File: config.mk
export PLATFORM = sky130hd
export DESIGN_NAME = mem_arbiter
export DESIGN_NICKNAME = d
export VERILOG_FILES = /design/src/rtl/mem_arbiter.sv
export SDC_FILE = /design/constraint.sdc
export NUM_CORES = 1
export LEC_CHECK = 0
export CORE_MARGIN = 3
export CORE_UTILIZATION = 44
export CTS_CLUSTER_SIZE = 14
export DETAILED_ROUTE_END_ITERATION = 16
export HOLD_SLACK_MARGIN = 0.06
export PLACE_DENSITY = 0.95
export RECOVER_POWER = 25
export SYNTH_ARGS = -nofsm -noshare
export SYNTH_HDL_FRONTEND = slang
export SYNTH_SLANG_ARGS = --single-unit
File: constraint.sdc
create_clock -name clk -period 3.5 [get_ports clk]
set_input_delay 0.35 -clock clk [delete_from_list [all_inputs] [get_ports clk]]
set_output_delay 0.35 -clock clk [all_outputs]
set_load 0.01 [all_outputs]
File: src/rtl/mem_arbiter.sv
//==============================================================================
// Module   : mem_arbiter
// Purpose  : Shares the memory controller's single request channel between
//            the instruction cache (4-byte reads) and the load/store buffer
//            (1/2/4-byte reads and writes).
//            - One transaction is latched and held until MC_done.
//            - On completion the owner receives a one-cycle success pulse.
//            - Pipeline flush drains in-flight reads; committed stores
//              always complete.
// Options  : MEM_ARB_ICACHE_BYPASS_EN adds a one-entry last-fetch buffer.
//            A repeated IC fetch that hits the buffer is answered without
//            issuing a controller request.
// Revision : 1.0 - initial release
//==============================================================================
`default_nettype none

module mem_arbiter #(
    parameter int STARVE_LIMIT = 4,
    parameter int ADDR_W       = 32,
    parameter int DATA_W       = 32
) (
    input  logic              clk,
    input  logic              rst,
    input  logic              rdy,
    input  logic              clr,
    input  logic              IC_S,
    input  logic [ADDR_W-1:0] IC_pos,
    output logic              IC_success,
    output logic [DATA_W-1:0] IC_value,
    input  logic              LSB_S,
    input  logic              LSB_type,
    input  logic [ADDR_W-1:0] LSB_pos,
    input  logic [2:0]        LSB_len,
    input  logic [DATA_W-1:0] LSB_result,
    output logic              LSB_success,
    output logic [DATA_W-1:0] LSB_value,
    output logic              MC_S,
    output logic              MC_type,
    output logic [ADDR_W-1:0] MC_pos,
    output logic [2:0]        MC_len,
    output logic [DATA_W-1:0] MC_data,
    input  logic              MC_done,
    input  logic [DATA_W-1:0] MC_value
);

    typedef enum logic [1:0] {
        S_IDLE  = 2'd0,
        S_BUSY  = 2'd1,
        S_DRAIN = 2'd2,
        S_GAP   = 2'd3
    } state_t;

    localparam logic       c_OWN_LSB = 1'b0;
    localparam logic       c_OWN_IC  = 1'b1;
    localparam logic [3:0] c_LIMIT   = 4'(STARVE_LIMIT);

    state_t            r_state;
    logic [3:0]        r_ic_wait;
    logic              r_owner;

    state_t            w_state_nxt;
    logic [3:0]        w_ic_wait_nxt;
    logic              w_owner_nxt;
    logic              w_mc_s_nxt;
    logic              w_mc_type_nxt;
    logic [ADDR_W-1:0] w_mc_pos_nxt;
    logic [2:0]        w_mc_len_nxt;
    logic [DATA_W-1:0] w_mc_data_nxt;
    logic              w_ic_success_nxt;
    logic [DATA_W-1:0] w_ic_value_nxt;
    logic              w_lsb_success_nxt;
    logic [DATA_W-1:0] w_lsb_value_nxt;
    logic              w_grant_lsb;
    logic              w_grant_ic;

`ifdef MEM_ARB_ICACHE_BYPASS_EN
    logic              r_buf_valid;
    logic [ADDR_W-1:0] r_buf_tag;
    logic [DATA_W-1:0] r_buf_data;
    logic              w_buf_valid_nxt;
    logic [ADDR_W-1:0] w_buf_tag_nxt;
    logic [DATA_W-1:0] w_buf_data_nxt;
    logic              w_buf_hit;
    logic              w_wr_hits_buf;
    logic [ADDR_W-1:0] w_lsb_end;

    // Buffer hit on an exact fetch address, and store overlap by word.
    always_comb begin
        w_lsb_end     = LSB_pos + ADDR_W'(LSB_len) - ADDR_W'(1);
        w_buf_hit     = r_buf_valid && (IC_pos == r_buf_tag);
        w_wr_hits_buf = r_buf_valid && LSB_type &&
                        ((LSB_pos[ADDR_W-1:2]   == r_buf_tag[ADDR_W-1:2]) ||
                         (w_lsb_end[ADDR_W-1:2] == r_buf_tag[ADDR_W-1:2]));
    end
`endif

    // Arbitration: LSB wins unless IC is waiting and has been skipped enough.
    always_comb begin
        w_grant_lsb = LSB_S && (!IC_S || (r_ic_wait < c_LIMIT));
        w_grant_ic  = IC_S && !w_grant_lsb;
    end

    // Next-state and next-output logic; every register holds by default
    // and the success pulses default low.
    always_comb begin
        w_state_nxt       = r_state;
        w_ic_wait_nxt     = r_ic_wait;
        w_owner_nxt       = r_owner;
        w_mc_s_nxt        = MC_S;
        w_mc_type_nxt     = MC_type;
        w_mc_pos_nxt      = MC_pos;
        w_mc_len_nxt      = MC_len;
        w_mc_data_nxt     = MC_data;
        w_ic_success_nxt  = 1'b0;
        w_ic_value_nxt    = IC_value;
        w_lsb_success_nxt = 1'b0;
        w_lsb_value_nxt   = LSB_value;
`ifdef MEM_ARB_ICACHE_BYPASS_EN
        w_buf_valid_nxt   = r_buf_valid;
        w_buf_tag_nxt     = r_buf_tag;
        w_buf_data_nxt    = r_buf_data;
`endif

        case (r_state)
            S_IDLE: begin
                if (!clr && w_grant_lsb) begin
                    w_owner_nxt   = c_OWN_LSB;
                    w_mc_s_nxt    = 1'b1;
                    w_mc_type_nxt = LSB_type;
                    w_mc_pos_nxt  = LSB_pos;
                    w_mc_len_nxt  = LSB_len;
                    w_mc_data_nxt = LSB_result;
                    w_state_nxt   = S_BUSY;
                    if (IC_S && (r_ic_wait < c_LIMIT)) begin
                        w_ic_wait_nxt = r_ic_wait + 4'd1;
                    end
`ifdef MEM_ARB_ICACHE_BYPASS_EN
                    if (w_wr_hits_buf) begin
                        w_buf_valid_nxt = 1'b0;
                    end
`endif
                end else if (!clr && w_grant_ic) begin
                    w_owner_nxt   = c_OWN_IC;
                    w_ic_wait_nxt = 4'd0;
`ifdef MEM_ARB_ICACHE_BYPASS_EN
                    if (w_buf_hit) begin
                        w_ic_success_nxt = 1'b1;
                        w_ic_value_nxt   = r_buf_data;
                        w_state_nxt      = S_GAP;
                    end else begin
                        w_mc_s_nxt    = 1'b1;
                        w_mc_type_nxt = 1'b0;
                        w_mc_pos_nxt  = IC_pos;
                        w_mc_len_nxt  = 3'd4;
                        w_mc_data_nxt = '0;
                        w_state_nxt   = S_BUSY;
                    end
`else
                    w_mc_s_nxt    = 1'b1;
                    w_mc_type_nxt = 1'b0;
                    w_mc_pos_nxt  = IC_pos;
                    w_mc_len_nxt  = 3'd4;
                    w_mc_data_nxt = '0;
                    w_state_nxt   = S_BUSY;
`endif
                end
            end

            S_BUSY: begin
                if (MC_done) begin
                    w_mc_s_nxt  = 1'b0;
                    w_state_nxt = S_GAP;
                    // A flushed read completing this cycle is dropped.
                    if (!(clr && !MC_type)) begin
                        if (r_owner == c_OWN_IC) begin
                            w_ic_success_nxt = 1'b1;
                            w_ic_value_nxt   = MC_value;
`ifdef MEM_ARB_ICACHE_BYPASS_EN
                            w_buf_valid_nxt  = 1'b1;
                            w_buf_tag_nxt    = MC_pos;
                            w_buf_data_nxt   = MC_value;
`endif
                        end else begin
                            w_lsb_success_nxt = 1'b1;
                            if (!MC_type) begin
                                w_lsb_value_nxt = MC_value;
                            end
                        end
                    end
                end else if (clr && !MC_type) begin
                    // Reads are abandoned but the controller must still finish.
                    w_state_nxt = S_DRAIN;
                end
            end

            S_DRAIN: begin
                if (MC_done) begin
                    w_mc_s_nxt  = 1'b0;
                    w_state_nxt = S_GAP;
                end
            end

            S_GAP: begin
                if (!clr) begin
                    w_state_nxt = S_IDLE;
                end
            end

            default: begin
                w_state_nxt = S_IDLE;
            end
        endcase
    end

    // State and output registers; reset dominates, rdy=0 freezes everything.
    always_ff @(posedge clk) begin
        if (!rst) begin
            r_state     <= S_IDLE;
            r_ic_wait   <= 4'd0;
            r_owner     <= c_OWN_LSB;
            MC_S        <= 1'b0;
            MC_type     <= 1'b0;
            MC_pos      <= '0;
            MC_len      <= 3'd0;
            MC_data     <= '0;
            IC_success  <= 1'b0;
            IC_value    <= '0;
            LSB_success <= 1'b0;
            LSB_value   <= '0;
`ifdef MEM_ARB_ICACHE_BYPASS_EN
            r_buf_valid <= 1'b0;
            r_buf_tag   <= '0;
            r_buf_data  <= '0;
`endif
        end else if (rdy) begin
            r_state     <= w_state_nxt;
            r_ic_wait   <= w_ic_wait_nxt;
            r_owner     <= w_owner_nxt;
            MC_S        <= w_mc_s_nxt;
            MC_type     <= w_mc_type_nxt;
            MC_pos      <= w_mc_pos_nxt;
            MC_len      <= w_mc_len_nxt;
            MC_data     <= w_mc_data_nxt;
            IC_success  <= w_ic_success_nxt;
            IC_value    <= w_ic_value_nxt;
            LSB_success <= w_lsb_success_nxt;
            LSB_value   <= w_lsb_value_nxt;
`ifdef MEM_ARB_ICACHE_BYPASS_EN
            r_buf_valid <= w_buf_valid_nxt;
            r_buf_tag   <= w_buf_tag_nxt;
            r_buf_data  <= w_buf_data_nxt;
`endif
        end
    end

endmodule

`default_nettype wire

Word-level counts from Yosys, hierarchy flattened. Cells that the tools add are included.

Register bits after elaboration: 142.

Order comparisons: 1. Add/subtract/negate cells: 1. Bitwise operators: 3. Multiplexer cells: 31. Reduce and logical (&&, ||, !) cells: 21. Eq/ne operators: 9.

Operators by type and width (number): 2-to-1 mux 32 bit (4); 2-to-1 mux 1 bit (14); 2-to-1 mux 2 bit (6); 2-to-1 mux 4 bit (3); AND reduction 5 bit (2); one-hot mux 2 bit (4 select lines) (1); AND reduction 4 bit (2); logical AND 1 bit (6); 2-to-1 mux 3 bit (2); != test 3 bit, second input constant (2); AND reduction 6 bit (1); adder 4 x 1 -> 4 bit, second input constant (1); == test 2 bit, second input constant (2); logical NOT 1 bit (4); < comparator 4 x 3 -> 1 bit, second input constant (1); != test 2 x 1 -> 1 bit, second input constant (2); != test 2 bit, second input constant (2); nonzero test 2 bit (2); inverter 1 bit (3); AND reduction 3 bit (1); == test 2 x 1 -> 1 bit, second input constant (1); logical NOT 2 bit (1); one-hot mux 1 bit (2 select lines) (1); OR reduction 2 bit (1); logical OR 1 bit (1).

Longest topological paths before layout.
Word-level depth: 9. Mapped depth: 8.

Worst setup path before layout. Ideal clock, no wire load.

Kind: flip-flop to flip-flop. Start: reg r_state[0]. End: reg LSB_value[10]. Cell stages (with the launch flop): 8. Setup time: 0.116 ns. Required time: 3.384 ns. Data arrival time: 1.627 ns. Path buffers: 2. Path slack: 1.757 ns. Cell sequence: dfxtp_1 ha_1 nand2_1 or4b_1 buf_2 buf_6 nand2_1 a21boi_1.

Cells in the longest elaborated chain, start to end: 2.

Ends and longest elaborated chain: start, declared (RTL line 57) `state_t r_state;`; start signal, assigned (RTL line 236) `r_state <= w_state_nxt;`; == test 2 x 1 -> 1 bit (RTL line 124) `case (r_state)`; AND reduction 6 bit (no line); end signal, assigned (RTL line 247) `LSB_value <= w_lsb_value_nxt;`; end, declared (RTL line 36) `output logic [DATA_W-1:0] LSB_value,`.

Every way passes these cells. A chain may end at the register's enable or synchronous reset.

Worst setup path after layout.
Start: reg r_state[1]. End: reg LSB_value[29].

Same word-level chain as after synthesis.

==> key figures <==
Global routing
  • First-pass GRT wire length: 28000 um
  • Grt met3 use: 0.0859
  • GRT Max-Usage Layer: met2
  • Antenna violations before repair: 0
  • Largest net degree at the start of global routing: between 80 and 90
  • Global route total overflow: 0
  • GRT Total Usage: 0.245
  • Vias in the first global route: 5538
  • M1 GR Usage: 0.281
  • GRT met2 Usage: 0.405

Timing
  • Fmax: 411 MHz
  • Fin crit share: 0.695
  • Slew @ Worst Pin: 1480 ps
  • Slew HR: 0.0110
  • Crit path time final: 2430 ps
  • Final max-slew violation count: 0
  • Setup WS post-layout: 1070 ps
  • Final clock skew: 6.88 ps
  • RSZ-0062 raised after global routing: false
  • Final Setup Violations: 0
  • Setup TNS: 0 ps
  • Final hold viol count: 0

Floorplan
  • Core ar.: 0.0122 sq mm
  • Std cell rows: 40
  • Die area: approximately 0.014 sq mm
  • Die width: 119 um
  • I/O Pins: 274
  • Starting Density: 0.459
  • Die Y: ~120 um

Worst setup path
  • CP Launch Type: flop
  • Worst Path Required: 3820 ps
  • Crit-path max FO: 32
  • Worst Path Arrival: 2760 ps
  • Worst Setup End Kind: flop
  • Critical path type: flop to flop

Finish
  • Multi-input logic area: 0.00250 sq mm
  • Design area: 0.00901 sq mm
  • Area Overhead vs Synth: 60.9%
  • # diodes: 0
  • # fillers: 897
  • Final design utilization: 0.738
  • Share of layout cells above drive strength 1: 0.0487
  • Flip-flop and latch area: 0.00284 sq mm
  • Nets: 1077

Detailed routing
  • Post-route ant nets: 0
  • Number of vias per cell: slightly above 5
  • Final wirelength: 17400 um
  • # DRC: 0
  • TritonRoute pass-1 iters: 5
  • Average wire per standard cell: about 16 um
  • Vias post-DR: ~5700
  • Detailed Route Iter0 Violations: 618

Clock tree
  • Cts repair resizes: 0
  • Buffer count from post-CTS setup fixing: 0
  • Hold Buf Count CTS: 0
  • Clock-pin slew on the worst setup and hold paths: around 60 ps
  • Clock Root Buffer: clkbuf_16
  • CTS tree: yes
  • Worst-case clock buffer depth: 2
  • H-Tree Depth: 4
  • # clock sinks: ~140
  • Clock Latency Late Sink: 410 ps
  • CTS Buf Count: 17

Yosys
  • Top cells by area, synth: dfxtp_1 (51%), nand2_1 (18%), a21boi_1 (8.0%)
  • Count leader, synth: nand2_1
  • Yosys top cell by area: dfxtp_1
  • FFs w/ async S/R, synth: 0
  • Post-synthesis register bit count: 142
  • Net Count, Synth: 833
  • Synth top area share: 0.507
  • Number of flops mapped to enable cells by yosys: 0
  • Syn. warnings: 0
  • Commonest cells post-synth: nand2_1 (276), dfxtp_1 (142), a21boi_1 (60)
  • Syn Area/Cell: approximately 8.2 sq um
  • Register area share after synthesis: 0.507
  • Main synth FF type: dfxtp_1
  • Mapped Area: about 0.0056 sq mm
  • Gate Count Post-Synth: 687
  • Library cells used by synthesis: 36

Pwr
  • Peak VDD IR: 0.286 mV
  • Leakage power: 3.49 nW
  • PwrDens: 462 mW/mm^2

Place
  • Final RePlAce weighted congestion: 0.847
  • Dpl ws: around 900 ps
  • IO buf count: 273
  • HPWL after DPL: between 10000 and 15000 um
  • Placed Area: 0.00839 sq mm

Worst hold path
  • Hold crit path type: flop to flop

Flow run
  • Max-cap violations: 0

Run status
  • Status: finished clean
## sequential cells by signal, indices dropped and copies added, names as in the netlist
name,cells
r_state,2
MC_len,3
MC_pos,32
MC_S,1
MC_data,32
LSB_success,1
IC_success,1
r_ic_wait,4
LSB_value,32
r_owner,1
MC_type,1
IC_value,32
## critical path, cell delays in order, from the launching register on
cell	delay, ps
dfxtp_1	420
inv_1	110
ha_1	200
nand2_1	240
or4b_1	890
nand2_1	210
a21boi_1	260
## metal layers
layer  wire (um)  vias up
li1            -     2795
met1        6750     2617
met2        8430      246
met3        1630       49
met4         605        0
met5           0        -
## final cells by class
| class | count | share of cell area |
|---|---|---|
| clock buffers | 18 | 0.0487 |
| clock inverters | 14 | 0.0212 |
| inverters | 2 | 0.000833 |
| multi-input cells | 486 | 0.278 |
| flip-flops and latches | 142 | 0.315 |
| well taps | 168 | 0.0233 |
| repair buffers | 282 | 0.313 |
## layout by cell type (no fill, tap or decap), types with 2 or more instances in the layout
cell / n
nand2_1: 276
clkdlybuf4s50_1: 210
dfxtp_1: 142
dlygate4sd3_1: 62
a21boi_1: 60
o22ai_1: 38
o21ai_0: 34
a31oi_1: 32
clkbuf_16: 17
ha_1: 7
buf_4: 7
a21boi_0: 6
nand2b_1: 5
bufinv_16: 4
clkinvlp_4: 4
nor2b_1: 3
a21oi_1: 3
mux2i_1: 3
clkinv_2: 3
inv_1: 2
and3_1: 2
clkinv_4: 2
buf_12: 2
## per-stage QoR
step                      instances  hold slack [ps]  power (mW)
after floorplan                 687              460        1.96
after CTS                      1112              454        4.20
after global placement         1080              439        2.28
after global routing           1112              472        4.31
final                          1112              447        4.16
after detailed placement       1080              446        2.29
## worst paths after layout
| path | start | endpoint | slack [ps] | depth (start not counted) |
|---|---|---|---|---|
| setup / recovery | r_state[1] | LSB_value[29] | 1070 | 6 |
| hold / removal | IC_value[23] | IC_value[23] | 450 | 2 |
| setup reg to reg | r_state[1] | LSB_value[29] | 1070 | 6 |
| hold reg to reg | IC_value[23] | IC_value[23] | 450 | 2 |
## report_power, final
| group | switching (mW) | internal, mW |
|---|---|---|
| Combinational | 0.234 | 0.302 |
| Clock | 0.701 | 1.21 |
| Sequential | 0.0347 | 1.68 |
## logic make-up after synthesis
kind of cell / count (synthesis) / share of synthesized area
compound gates: 180 / 0.211
fa+ha+maj: 7 / 0.0156
buf+inv: 59 / 0.0478
flops: 142 / 0.507
mux: 3 / 0.00536
simple gates: 296 / 0.213
Note: power is estimated with default switching activity, not from simulation.
